[src/rtl/bridge_pkg.sv]
// Shared types for the Avalon burst to asynchronous SRAM bridge.
// Defining SRAM_BRIDGE_TURNAROUND_EN adds the TURN state.
package bridge_pkg;

   typedef enum logic [2:0] {
      IDLE     = 3'd0,
      RD       = 3'd1,
      WR_PULSE = 3'd2,
      WR_REC   = 3'd3
`ifdef SRAM_BRIDGE_TURNAROUND_EN
      ,
      TURN     = 3'd4
`endif
   } state_t;

   // Active-low lane strobes: all lanes on / all lanes off.
   localparam logic [3:0] BE_ALL  = 4'h0;
   localparam logic [3:0] BE_NONE = 4'hF;

   function automatic int access_len(input int wait_cycles);
      return wait_cycles + 1;
   endfunction

   function automatic int cnt_width(input int t);
      return (t > 1) ? $clog2(t) : 1;
   endfunction

endpackage

[src/rtl/sram_wait_counter.sv]
// Counts the cycles of one SRAM access, 0..T-1, flagging the last one.
// Restarts from zero on start and wraps while run is held.
module sram_wait_counter
   import bridge_pkg::*;
#(
   parameter int T = 2
) (
   input  logic clk,
   input  logic rst_n,
   input  logic start,
   input  logic run,
   output logic last
);

   localparam int CW = cnt_width(T);
   localparam logic [CW-1:0] LAST_CNT = CW'(T - 1);

   logic [CW-1:0] cnt;

   always_ff @(posedge clk or negedge rst_n) begin
      if (!rst_n) begin
         cnt <= '0;
      end else if (start) begin
         cnt <= '0;
      end else if (run) begin
         cnt <= last ? '0 : cnt + 1'b1;
      end
   end

   assign last = (cnt == LAST_CNT);

endmodule

[src/rtl/avalon_burst_sram_bridge.sv]
// Avalon-MM burst slave driving a 32-bit async SRAM, one word per access.
// Optional SRAM_BRIDGE_TURNAROUND_EN inserts a TURN cycle after each burst.
module avalon_burst_sram_bridge
   import bridge_pkg::*;
#(
   parameter int ADDR_WIDTH      = 32,
   parameter int BURST_WIDTH     = 7,
   parameter int SRAM_ADDR_WIDTH = 20,
   parameter int WAIT_CYCLES     = 1
) (
   input  logic                       clk,
   input  logic                       rst_n,
   input  logic [ADDR_WIDTH-1:0]      avs_address,
   input  logic [BURST_WIDTH-1:0]     avs_burstcount,
   input  logic                       avs_read,
   input  logic                       avs_write,
   input  logic [31:0]                avs_writedata,
   input  logic [3:0]                 avs_byteenable,
   output logic [31:0]                avs_readdata,
   output logic                       avs_readdatavalid,
   output logic                       avs_waitrequest,
   output logic [SRAM_ADDR_WIDTH-1:0] sram_addr,
   output logic [31:0]                sram_dq_o,
   input  logic [31:0]                sram_dq_i,
   output logic                       sram_dq_oe,
   output logic                       sram_ce_n,
   output logic                       sram_oe_n,
   output logic                       sram_we_n,
   output logic [3:0]                 sram_be_n
);

   localparam int T = access_len(WAIT_CYCLES);

`ifdef SRAM_BRIDGE_TURNAROUND_EN
   localparam state_t DONE = TURN;
`else
   localparam state_t DONE = IDLE;
`endif

   state_t                     state;
   logic [BURST_WIDTH-1:0]     beats;
   logic [SRAM_ADDR_WIDTH-1:0] word;
   logic [BURST_WIDTH-1:0]     count;
   logic                       more;
   logic                       idle_rd;
   logic                       idle_wr;
   logic                       rec_wr;
   logic                       start;
   logic                       run;
   logic                       last;
   logic                       unused;

   assign word  = avs_address[SRAM_ADDR_WIDTH+1:2];
   assign count = (avs_burstcount == '0) ? BURST_WIDTH'(1) : avs_burstcount;
   assign more  = (beats != '0);

   // Read wins when both requests arrive together in IDLE.
   assign idle_rd = (state == IDLE) && avs_read;
   assign idle_wr = (state == IDLE) && !avs_read && avs_write;
   assign rec_wr  = (state == WR_REC) && more && avs_write;

   assign start = idle_rd | idle_wr | rec_wr;
   assign run   = (state == RD) || (state == WR_PULSE);

   assign unused = ^{avs_address[ADDR_WIDTH-1:SRAM_ADDR_WIDTH+2],
                     avs_address[1:0]};

   sram_wait_counter #(
      .T(T)
   ) u_wait (
      .clk  (clk),
      .rst_n(rst_n),
      .start(start),
      .run  (run),
      .last (last)
   );

   always_comb begin
      avs_waitrequest = 1'b1;
      if (!rst_n) begin
         avs_waitrequest = 1'b1;
      end else if (state == IDLE) begin
         avs_waitrequest = !(avs_read || avs_write);
      end else if ((state == WR_REC) && more) begin
         avs_waitrequest = !avs_write;
      end
   end

   always_ff @(posedge clk or negedge rst_n) begin
      if (!rst_n) begin
         state             <= IDLE;
         beats             <= '0;
         sram_addr         <= '0;
         sram_dq_o         <= '0;
         sram_dq_oe        <= 1'b0;
         sram_ce_n         <= 1'b1;
         sram_oe_n         <= 1'b1;
         sram_we_n         <= 1'b1;
         sram_be_n         <= BE_NONE;
         avs_readdata      <= '0;
         avs_readdatavalid <= 1'b0;
      end else begin
         avs_readdatavalid <= 1'b0;
         unique case (state)
            IDLE: begin
               if (idle_rd) begin
                  state     <= RD;
                  sram_addr <= word;
                  beats     <= count;
                  sram_ce_n <= 1'b0;
                  sram_oe_n <= 1'b0;
                  sram_be_n <= BE_ALL;
               end else if (idle_wr) begin
                  state      <= WR_PULSE;
                  sram_addr  <= word;
                  beats      <= count - 1'b1;
                  sram_dq_o  <= avs_writedata;
                  sram_be_n  <= ~avs_byteenable;
                  sram_ce_n  <= 1'b0;
                  sram_we_n  <= 1'b0;
                  sram_dq_oe <= 1'b1;
               end
            end
            RD: begin
               // Next beat's access overlaps the strobe of this one.
               if (last) begin
                  avs_readdatavalid <= 1'b1;
                  avs_readdata      <= sram_dq_i;
                  if (beats == BURST_WIDTH'(1)) begin
                     state     <= DONE;
                     beats     <= '0;
                     sram_ce_n <= 1'b1;
                     sram_oe_n <= 1'b1;
                     sram_be_n <= BE_NONE;
                  end else begin
                     beats     <= beats - 1'b1;
                     sram_addr <= sram_addr + 1'b1;
                  end
               end
            end
            WR_PULSE: begin
               if (last) begin
                  state     <= WR_REC;
                  sram_we_n <= 1'b1;
               end
            end
            WR_REC: begin
               if (!more) begin
                  state      <= DONE;
                  sram_ce_n  <= 1'b1;
                  sram_dq_oe <= 1'b0;
                  sram_be_n  <= BE_NONE;
               end else if (avs_write) begin
                  state      <= WR_PULSE;
                  sram_addr  <= sram_addr + 1'b1;
                  beats      <= beats - 1'b1;
                  sram_dq_o  <= avs_writedata;
                  sram_be_n  <= ~avs_byteenable;
                  sram_ce_n  <= 1'b0;
                  sram_we_n  <= 1'b0;
                  sram_dq_oe <= 1'b1;
               end else begin
                  // Master stalled mid-burst: park the bus until it returns.
                  sram_ce_n  <= 1'b1;
                  sram_dq_oe <= 1'b0;
                  sram_be_n  <= BE_NONE;
               end
            end
`ifdef SRAM_BRIDGE_TURNAROUND_EN
            TURN: begin
               state <= IDLE;
            end
`endif
            default: begin
               state <= IDLE;
            end
         endcase
      end
   end

endmodule

[config.mk]
export PLATFORM = sky130hd
export DESIGN_NAME = avalon_burst_sram_bridge
export DESIGN_NICKNAME = d
export VERILOG_FILES = /design/src/rtl/bridge_pkg.sv /design/src/rtl/sram_wait_counter.sv /design/src/rtl/avalon_burst_sram_bridge.sv
export SDC_FILE = /design/constraint.sdc
export NUM_CORES = 1
export LEC_CHECK = 0
export CORE_MARGIN = 4
export CORE_UTILIZATION = 44
export DETAILED_ROUTE_END_ITERATION = 6
export PLACE_DENSITY_LB_ADDON = 0.2
export SLEW_MARGIN = 30
export SYNTH_ARGS = -nofsm -noshare
export SYNTH_HDL_FRONTEND = slang
export SYNTH_SLANG_ARGS = --single-unit
[constraint.sdc]
create_clock -name clk -period 2.1 [get_ports clk]
set_input_delay 0.63 -clock clk [delete_from_list [all_inputs] [get_ports clk]]
set_output_delay 0.63 -clock clk [all_outputs]
set_load 0.005 [all_outputs]
Yosys cells after proc, flatten, opt, wreduce, memory -nomap -nowiden
Cells that the tools add are included.

Output and inout bits: 94. Memories kept: 0. Bits of input ports: 111. Bits in read-only memories: 0. Register bits: 104. Logic and storage cells: 123. Latch bits: 0. Memory bits (writable): 0.

$mul: 0. Equality and inequality tests: 15. Reduce and logical (&&, ||, !) cells: 27. Add/subtract/negate cells: 4. Multiplexer cells: 62. Magnitude comparators: 0. Shift operators: 0. Divide/modulo/power cells: 0. Bitwise gates (word level): 3.

Operator list (number): $mux 32 (4); $mux 20 (6); $pmux 32 s2 (1); $pmux 20 s3 (1); $mux 7 (7); $mux 4 (6); $mux 1 (23); $mux 3 (7); $pmux 7 s3 (1); $add 20x1->20 const B (1); $reduce_and 5->1 (3); $sub 7x1->7 const B (2); $ne 2x2->1 const B (6); $pmux 3 s4 (1); $pmux 4 s3 (1); $reduce_and 6->1 (2); $reduce_and 4->1 (2); $eq 7x1->1 const B (1); $logic_not 7->1 (1); $reduce_bool 7->1 (1); $eq 3x2->1 const B (2); $ne 2x1->1 const B (3); $ne 3x3->1 const B (2); $pmux 1 s3 (2); other kinds (13) (25).

Longest topological paths before layout
Depth after elaboration: 6. Depth in mapped cells: 10. Mapped depth without buffers: 7.

Cells and area by module
Synthesis repeated with hierarchy kept, for this count alone.

Cells, all modules: 437. Area, all modules: 4893.4 um2.

Modules (own cells, without submodules): avalon_burst_sram_bridge (times used 1, area an instance 4855.9 um2, seq. area each 2561.2 um2, cells each 434); sram_wait_counter (times used 1, area an instance 37.5 um2, seq. area each 25.0 um2, cells each 3).

Least setup slack after synthesis
OpenSTA, ideal clock, no wires.

Path kind: register -> output. From: register beats[3]. To: output port avs_waitrequest. Data required time: 1.470 ns. Stages on the path, launching flop included: 5. Arrival time: 1.332 ns. Setup slack: 0.138 ns. Buffers on the path: 0. Path through: dfrtp_1 > or4_1 > o21ai_2 > o21ai_0 > nand2_1.

Cells in the longest elaborated chain, start to end: 5.

Ends and longest elaborated chain: start: declaration (line avalon_burst_sram_bridge.sv:41) `logic [BURST_WIDTH-1:0] beats;`; start signal: assignment (line avalon_burst_sram_bridge.sv:109) `beats <= count;`; start signal: assignment (line avalon_burst_sram_bridge.sv:116) `beats <= count - 1'b1;`; start signal: assignment (line avalon_burst_sram_bridge.sv:136) `beats <= beats - 1'b1;`; $reduce_bool 7->1 (line avalon_burst_sram_bridge.sv:55) `assign more = (beats != '0);`; $logic_and 1x1->1 (line avalon_burst_sram_bridge.sv:84) `end else if ((state == WR_REC) && more) begin`; $mux 1 (line avalon_burst_sram_bridge.sv:84); $mux 1 (line avalon_burst_sram_bridge.sv:82) `end else if (state == IDLE) begin`; $mux 1 (line avalon_burst_sram_bridge.sv:80) `if (!rst_n) begin`; end: declaration (line avalon_burst_sram_bridge.sv:21) `output logic avs_waitrequest,`.

Every way passes these cells.

Worst setup path after layout
From: register beats[5]. To: output port avs_waitrequest.

The elaborated chain is that of the path after synthesis.

==> results_dict.tcl <==
set metrics [dict create \
    start_util_pct 45.7 \
    cts_made_buffers 9 \
    grt_pass1_wl_mm 22.7 \
    nets 802 \
    placedCellCount 802 \
    placementRows 38 \
    path_clk_slew_ns 0.07 \
    place_ws_ns -0.503 \
    htreeDepth 3 \
    hp-class "in2async" \
    dp_hpwl_mm 10.6 \
    core_area_sq_um 11000 \
    busiest_layer "met2" \
    mostFrequentLayoutCells "189 x clkdlybuf4s50_1, 96 x dfrtp_1, 64 x mux2_2" \
    die-area_sq_um 13200 \
    max_cap_viol_count 0 \
    drv_slew 0 \
    io_pins 205 \
    cp_data_required_time_ns 1.47 \
    syn-num-nets 575 \
    cts.sinks 103 \
    crit_chain "or4_4 > o21ai_4 > o21ai_2 > nand2_1 > buf_2" \
    yosysSeqAreaShare_pct 51.4 \
    post-synth-top-area-fraction_pct 47.7 \
    outcome "complete, but fails checks" \
    ys.flop_type "dfrtp_1" \
    critPathKind "reg2out" \
    vias_per_cell 5.37 \
    syn_inst 456 \
    wl_per_cell_um 17.5 \
    drive_above_1_share_pct 24.3 \
    syn-cell-area_sq_um 5040 \
    fmax_mhz 427 \
    worst_skew_pair.late_latency_ns 0.34 \
    fp.dieW_um 115 \
    grt_max_degree 104 \
    drtPass1Iterations 5 \
    met3_usage_pct 10.5 \
    power_leakage_nw 3.25 \
    ys_warn_count 0 \
    synth_edf_count 0 \
    cpMaxStageDelayCell "or4_4" \
    drtAntennaViolNets 0 \
    clock-root-buffer "clkbuf_16" \
    grt.met1_usage_pct 25.2 \
    powerDensity_nw_per_um2 1550 \
    clock_skew_ns 0.00735 \
    fin_cells 828 \
    setup_tns_ns -0.245 \
    cts_tree "yes" \
    drc 0 \
    tightest_slew_ns 0.584 \
    grt_overflow_total 0 \
    antenna_found_initial 0 \
    met2_usage_pct 36.5 \
    synth-seq-cells 103 \
    synth_area_leaders "dfrtp_1 48%, mux2_2 14%, a21oi_1 4.6%, dfstp_2 3.7%, o21ai_0 2.9%" \
    dieHeight_um 115 \
    holdWs_ns 0.341 \
    max_stage_delay_ns 0.57 \
    yosysUniqueCellTypes 58 \
    period_needed_ns 2.34 \
    hold_viol 0 \
    final_common_cell "clkdlybuf4s50_1" \
    postLayoutCoreUtil_pct 71.3 \
    worst-endpoint-arrival_ns 1.71 \
    num_antenna_cells 0 \
    fin_ws_ns -0.245 \
    port_buffers 192 \
    drt_iter0_markers 258 \
    ir_drop_mv 0.891 \
    grt_pass1_vias 4600 \
    vias 4450 \
    rsz0062_at_grt "true" \
    gp_congestion 0.832 \
    end_kind "primary output" \
    cp-start-kind "flip-flop" \
    setup_viol 1 \
    synth_area_leader_cell "dfrtp_1" \
    syn2layout_area_growth_pct 56.1 \
    clockBufferDepth 2 \
    violations "setup timing" \
    period_share_pct 112 \
    async_flop_share_pct 100 \
    wl_mm 14.5 \
    cp_max_fo 2 \
    syn_area_per_cell_sq_um 11.0 \
    grt_usage_pct 21.7 \
    slew_headroom_pct 61.1 \
]
cells by family after synthesis:
logic type,synth area share [%]
compound gates,14.4
xor+xnor,1.04
fa+ha+maj,1.99
buf+inv,4.22
flops,51.4
mux,15.2
simple gates,11.8
critical path: cells and delay by family, from the launching register on:
kind            cells  cell delay [ns]
flops               1             0.38
buf+inv             1             0.11
simple gates        2             0.63
compound gates      2             0.25
cell usage after synthesis, types with 2 or more instances:
| cell | number |
|---|---|
| dfrtp_1 | 96 |
| nand4_1 | 8 |
| o22ai_1 | 4 |
| o21ai_0 | 29 |
| xnor2_1 | 5 |
| nand2b_1 | 2 |
| ha_1 | 8 |
| a31oi_1 | 4 |
| mux2_1 | 2 |
| and3_1 | 6 |
| nor2_1 | 38 |
| a21oi_1 | 46 |
| mux2_2 | 64 |
| or4_1 | 2 |
| dfstp_2 | 7 |
| buf_6 | 6 |
| nor3_1 | 4 |
| o22a_1 | 5 |
| a21o_1 | 3 |
| inv_1 | 11 |
| nand3_1 | 14 |
| and4_1 | 2 |
| a2bb2oi_1 | 6 |
| nor2b_1 | 2 |
| nor4_1 | 3 |
| nand4b_1 | 2 |
| or2_2 | 2 |
| nand2_1 | 24 |
| buf_4 | 2 |
| clkbuf_1 | 12 |
| mux2i_1 | 2 |
| buf_2 | 7 |
| o32a_1 | 3 |
through the flow:
step	power (mW)	cell area (sq um)
floorplan	6.95	5040
global placement	9.90	7340
detailed placement	10.1	7340
CTS	11.9	7670
global route	13.0	7860
finish	12.1	7860
per-layer routing:
layer  part of all wire, %  up-vias
li1                      -     2098
met1                    38     2158
met2                    50      180
met3                    12       14
met4                  0.99        0
met5                     0        -
report_power, final:
part	internal, mW	switching, mW
clock network	0.939	0.733
registers	3.05	0.682
logic	3.93	2.81
total	7.92	4.23
state kept, by name, indices dropped and copies added, names as in the netlist:
name / cells
sram_oe_n: 1
sram_addr: 20
sram_we_n: 1
sram_be_n: 4
sram_dq_oe: 1
avs_readdata: 32
u_wait.last: 1
avs_readdatavalid: 1
beats: 7
sram_dq_o: 32
sram_ce_n: 1
state: 2
path summary, 6_finish.rpt:
check | to | depth (start not counted) | slack (ns) | from
worst max-delay path | avs_waitrequest | 5 | -0.24 | beats[5]$_DFFE_PN0P_
worst min-delay path | beats[3]$_DFFE_PN0P_ | 2 | 0.34 | rst_n
worst max register to register | sram_dq_o[1]$_DFFE_PN0P_ | 7 | 0.07 | state[0]$_DFFE_PN0P_
worst min register to register | sram_dq_o[1]$_DFFE_PN0P_ | 1 | 0.50 | sram_dq_o[1]$_DFFE_PN0P_
max in group asynchronous | avs_readdata[28]$_DFFE_PN0P_ | 2 | 1.28 | rst_n
min in group clk | sram_dq_o[1]$_DFFE_PN0P_ | 1 | 0.50 | sram_dq_o[1]$_DFFE_PN0P_
timing repair:
action / 4_1_cts / 5_1_grt
pin swaps: 4 / 9
buffers inserted: 2 / 4
endpoints found under the setup margin: 1 / 43
hold buffers: 0 / 0
resized for setup: 8 / 20
gates cloned: 0 / 4
final cells by class:
type | count | area, sq um
clock buffer | 13 | 280
clock inverter | 3 | 25.0
fill | 815 | 3170
inverter | 11 | 41.3
multi-input combinational | 313 | 2320
sequential | 103 | 2590
tap | 140 | 175
timing repair buffer | 245 | 2430
No activity file was read; power rests on OpenSTA's default activity.
